## src/rtl/life_matrix_scan.sv

```systemverilog
// ============================================================================
//  life_matrix_scan : row-multiplexed 8x8 LED driver for the Game of Life board
//  Revision 1.0
// ============================================================================
`default_nettype none

module life_matrix_scan #(
  parameter int DWELL = 4,
  parameter int BLANK = 1
) (
  input  logic        clk,
  input  logic        reset,
  input  logic [63:0] grid,
  input  logic        enable,
  output logic [7:0]  row_sel,
  output logic [7:0]  col_data,
  output logic [2:0]  row_idx,
  output logic        frame_start
);

  localparam int CMAX = (DWELL > BLANK) ? ((DWELL > 2) ? DWELL : 2)
                                        : ((BLANK > 2) ? BLANK : 2);
  localparam int CW   = $clog2(CMAX);
  localparam logic [CW-1:0] DWELL_LAST = CW'(DWELL - 1);
  localparam logic [CW-1:0] BLANK_LAST = CW'((BLANK > 0) ? BLANK - 1 : 0);

  localparam logic [1:0] S_IDLE   = 2'd0;
  localparam logic [1:0] S_LOAD   = 2'd1;
  localparam logic [1:0] S_ACTIVE = 2'd2;
  localparam logic [1:0] S_BLANK  = 2'd3;

  logic [1:0]    state_q, state_d;
  logic [2:0]    row_q, row_d;
  logic [CW-1:0] cnt_q, cnt_d;
  logic [63:0]   buf_q, buf_d;

  always_ff @(posedge clk or posedge reset) begin
    if (reset) begin
      state_q <= S_IDLE;
      row_q   <= 3'd0;
      cnt_q   <= '0;
      buf_q   <= 64'd0;
    end else begin
      state_q <= state_d;
      row_q   <= row_d;
      cnt_q   <= cnt_d;
      buf_q   <= buf_d;
    end
  end

  always_comb begin
    state_d = state_q;
    row_d   = row_q;
    cnt_d   = cnt_q;
    buf_d   = buf_q;
    if (!enable) begin
      // Frame buffer is deliberately kept; only the scan position is dropped.
      state_d = S_IDLE;
      row_d   = 3'd0;
      cnt_d   = '0;
    end else begin
      case (state_q)
        S_IDLE: begin
          state_d = S_LOAD;
          row_d   = 3'd0;
          cnt_d   = '0;
        end
        S_LOAD: begin
          buf_d   = grid;
          row_d   = 3'd0;
          cnt_d   = '0;
          state_d = S_ACTIVE;
        end
        S_ACTIVE: begin
          if (cnt_q == DWELL_LAST) begin
            cnt_d = '0;
            if (BLANK > 0) begin
              state_d = S_BLANK;
            end else if (row_q == 3'd7) begin
              state_d = S_LOAD;
              row_d   = 3'd0;
            end else begin
              row_d   = row_q + 3'd1;
            end
          end else begin
            cnt_d = cnt_q + 1'b1;
          end
        end
        S_BLANK: begin
          if (cnt_q == BLANK_LAST) begin
            cnt_d = '0;
            if (row_q == 3'd7) begin
              state_d = S_LOAD;
              row_d   = 3'd0;
            end else begin
              state_d = S_ACTIVE;
              row_d   = row_q + 3'd1;
            end
          end else begin
            cnt_d = cnt_q + 1'b1;
          end
        end
        default: begin
          state_d = S_IDLE;
          row_d   = 3'd0;
          cnt_d   = '0;
        end
      endcase
    end
  end

  // Outputs depend on registered state only, so grid never reaches the pins.
  always_comb begin
    row_sel     = 8'd0;
    col_data    = 8'd0;
    row_idx     = (state_q == S_IDLE) ? 3'd0 : row_q;
    frame_start = (state_q == S_LOAD);
    if (state_q == S_ACTIVE) begin
      row_sel  = 8'd1 << row_q;
      col_data = buf_q[{row_q, 3'b000} +: 8];
    end
  end

endmodule

`default_nettype wire

```

## config.mk

```make
export PLATFORM = sky130hd
export DESIGN_NAME = life_matrix_scan
export DESIGN_NICKNAME = d
export VERILOG_FILES = /design/src/rtl/life_matrix_scan.sv
export SDC_FILE = /design/constraint.sdc
export NUM_CORES = 1
export LEC_CHECK = 0
export ABC_AREA = 1
export BUFFER_PORTS_ARGS = -buffer_cell sky130_fd_sc_hd__buf_2
export CORE_UTILIZATION = 50
export DETAILED_ROUTE_END_ITERATION = 7
export PLACE_DENSITY = 0.77
export SLEW_MARGIN = 0
export SYNTH_ARGS = -nofsm -noshare
export SYNTH_HDL_FRONTEND = slang
export SYNTH_SLANG_ARGS = --single-unit
```

## constraint.sdc

```tcl
create_clock -name clk -period 2.17 [get_ports clk]
set_input_delay 0.5425 -clock clk [delete_from_list [all_inputs] [get_ports clk]]
set_output_delay 0.5425 -clock clk [all_outputs]
set_load 0.02 [all_outputs]
```

==> results.sh <==
export IMPL_outcome="finished, final reports clean"
export IMPL_place_ws_ns=0.243
export IMPL_seqPwrFrac_pct=36.9
export IMPL_io_pins=87
export IMPL_synth_nets=571
export IMPL_pwr_density_cell_nw_per_um2=1110
export IMPL_max_cap_viol_count=0
export IMPL_synth_xor_area_share_pct=0
export IMPL_cts_max_level=3
export IMPL_required_ns=1.63
export IMPL_swShare_pct=39.9
export IMPL_ctsRootBufferMaster="clkbuf_8"
export IMPL_final_max_slew_violation_count=0
export IMPL_ff2ff_path_depth=7
export IMPL_clock_sinks=71
export IMPL_vdd_ir_drop_max_uv=424
export IMPL_coreArea_um2=8260
export IMPL_design_area_um2=5060
export IMPL_num_nets_final=662
export IMPL_rrSetupSlack_ns=0.65
export IMPL_crit_path_max_fanout=6
export IMPL_finalCriticalPeriod_ns=2.12
export IMPL_ys_seq_elements=71
export IMPL_crit_path_end_kind="output port"
export IMPL_synth_cell_types=23
export IMPL_clock_latency_ns=0.33
export IMPL_setup_ws_ns=0.0475
export IMPL_wire_per_inst_um=13.5
export IMPL_synthSimpleGateAreaFrac_pct=29.7
export IMPL_tns_ns=0
export IMPL_switchingPower_mw=2.24
export IMPL_grt_pass1_vias=3250
export IMPL_die_height_um=94.8
export IMPL_n_antenna_cell=0
export IMPL_viasPerCell=4.81
export IMPL_r2r_end="buf_q[0]"
export IMPL_r2r_start="state_q[1]"
export IMPL_gr_usage_all_layers_pct=22.0
export IMPL_fmax_ghz=0.471
export IMPL_tightest_slew_ns=0.538
export IMPL_port_buffers=86
export IMPL_syn_to_final_growth_pct=17.6
export IMPL_synthCells=495
export IMPL_grt_max_degree=49
export IMPL_setup_violations=0
export IMPL_drtAntennaViolNets=0
export IMPL_clock_path_buffers=2
export IMPL_hold_path_class="primary input to asynchronous set/reset pin"
export IMPL_yosys_area_top_type_share_pct=41.3
export IMPL_cts_inserted_buffers=9
export IMPL_critPathArrivalTime_ns=1.58
export IMPL_grt_overflow_total=0
export IMPL_place_area_um2=4790
export IMPL_synth_seq_area_share_pct=41.3
export IMPL_timing_slew_headroom_pct=64.0
export IMPL_power_mw=5.60
export IMPL_nFillCells=763
export IMPL_drc=0
export IMPL_internal_power_mw=3.37
export IMPL_fin_skew_ns=0.00274
export IMPL_synth_fa_ha_area_share_pct=2.62
export IMPL_synth_top_family_by_area="simple AND/OR/NAND/NOR gates"
export IMPL_pwr_share_clk_pct=17.1
export IMPL_synthTopCellsByArea="dfrtp_1, a21oi_2, nor2_4"
export IMPL_floorplan_die_area_um2=8980
export IMPL_antenna_found_initial=0
export IMPL_vias=3342
export IMPL_clkTransAtPathRegs_ns=0.07
export IMPL_syn_area_um2=4300
export IMPL_cts_tree="done"
export IMPL_rsz0062_at_grt="true"
export IMPL_drtIter0Drc=127
export IMPL_firstDrtPassIters=4
export IMPL_synth_area_per_cell_um2=8.70
export IMPL_min_period_over_period_pct=97.8
export IMPL_die_w_um=94.8
export IMPL_synth_compound_area_share_pct=13.3
export IMPL_gp_congestion=0.917
export IMPL_power_frac_comb_pct=46.0
export IMPL_synthMuxAreaShare_pct=0
export IMPL_drive_gt1_share_pct=40.7
export IMPL_crit_path_start_kind="flop"
export IMPL_grt_pass1_wl_um=15200
export IMPL_place_hpwl_um=6740
export IMPL_drt_total_wl_um=9360
export IMPL_p_leak_nw=2.56
export IMPL_crit_type="flop to output port"
export IMPL_rows=33
export IMPL_yosys_warnings=0
export IMPL_initial_core_util_pct=52.1
export IMPL_synth_largest_area_cell="dfrtp_1"
export IMPL_cts_hold_buf=0
export IMPL_hold_viol_final=0
-- cells in the final DEF (no fill, tap or decap), types with 3 or more instances in the layout --
cell	count
o21ai_0	4
buf_6	4
nor2_1	33
buf_12	5
inv_2	4
nor2_4	43
dfrtp_2	3
inv_1	76
clkbuf_1	3
ha_1	9
nor2_2	8
nand2_2	4
nand2_1	113
dfrtp_1	68
buf_2	78
a21oi_2	58
clkbuf_8	12
buf_4	15
a21oi_1	7
nand3_1	33
-- routing by layer --
layer  wire, µm  GRT usage (%)  vias up  part of all wire (%)
met5          0              0        -                     0
met4        300           7.70        0                   3.2
met3        421           2.58       20                   4.5
met2       4560           36.0       99                    49
met1       4080           30.2     1540                    44
li1           -              -     1683                     -
-- repair_timing --
| item | CTS | global route |
|---|---|---|
| cloned | 0 | 2 |
| pin swaps | 0 | 3 |
| buffers inserted | 0 | 3 |
| resized for setup | 4 | 21 |
| setup endpoints to repair | 11 | 14 |
-- area by class of cell --
type	count	area, µm²	share of cell area (%)
Tap cell	105	131	2.59
Timing Repair Buffer	102	648	12.8
Sequential cell	71	1780	35.2
Multi-Input combinational cell	318	2000	39.5
Clock buffer	15	176	3.48
Inverter	84	327	6.45
-- worst max path at each step --
| stage | end | cells after the start | slack, ns | start |
|---|---|---|---|---|
| 4_1_cts | row_sel[5] | 6 | -0.007 | state_q[0] |
| 2_1_floorplan | row_sel[0] | 6 | 0.28 | row_q[1] |
| 3_5_place_dp | col_data[6] | 6 | 0.24 | state_q[0] |
| 6_report | col_data[0] | 7 | 0.05 | state_q[1] |
| 3_3_place_gp | col_data[6] | 6 | 0.24 | state_q[0] |
| 5_1_grt | col_data[2] | 8 | -0.05 | row_q[0] |
-- power by group through the flow --
| stage | clock, mW | sequential [mW] | combinational, mW |
|---|---|---|---|
| after global placement | 0 | 2.06 | 2.37 |
| after global routing | 1.03 | 2.12 | 2.86 |
| after CTS | 0.980 | 2.07 | 2.46 |
| after detailed placement | 0 | 2.09 | 2.44 |
| final | 0.960 | 2.07 | 2.58 |
| after floorplan | 0 | 2.04 | 1.97 |
-- per-stage QoR --
| step | std cells | hold WS (ns) | util, % |
|---|---|---|---|
| after floorplan | 495 | 0.463 | - |
| after CTS | 690 | 0.254 | 60.3 |
| after global routing | 695 | 0.291 | 61.3 |
| after detailed placement | 675 | 0.496 | 58.0 |
| after global placement | 675 | 0.488 | 58.0 |
| final | 695 | 0.245 | 61.3 |
-- registers in the layout, summed over array words and instances, names as in the netlist --
| signal | cells |
|---|---|
| buf_q | 64 |
| row_q | 3 |
| cnt_q | 2 |
| state_q | 2 |
-- critical path, cell delays in order, from the launching register on --
cell and delay, ns:
dfrtp_1 0.40, inv_2 0.08, nor2_4 0.15, inv_4 0.09, nor2_4 0.21, nand2_1 0.08, nand2_1 0.08, buf_2 0.16
-- synth_stat cells (all sizes together) --
library cell	number
nand4	2
buf	21
clkbuf	3
nand3	33
nand2	118
inv	83
or2	2
ha	9
clkinv	1
a21oi	65
dfrtp	71
nor2	82
o21ai	4
a21boi	1
-- cells by family (layout without fill, tap and decap cells) --
kind of cell | Yosys count | in the layout
fa+ha+maj | 9 | 9
flops | 71 | 71
simple gates | 237 | 239
compound gates | 70 | 70
buf+inv | 108 | 201
Power figures use the tool's default switching activity.
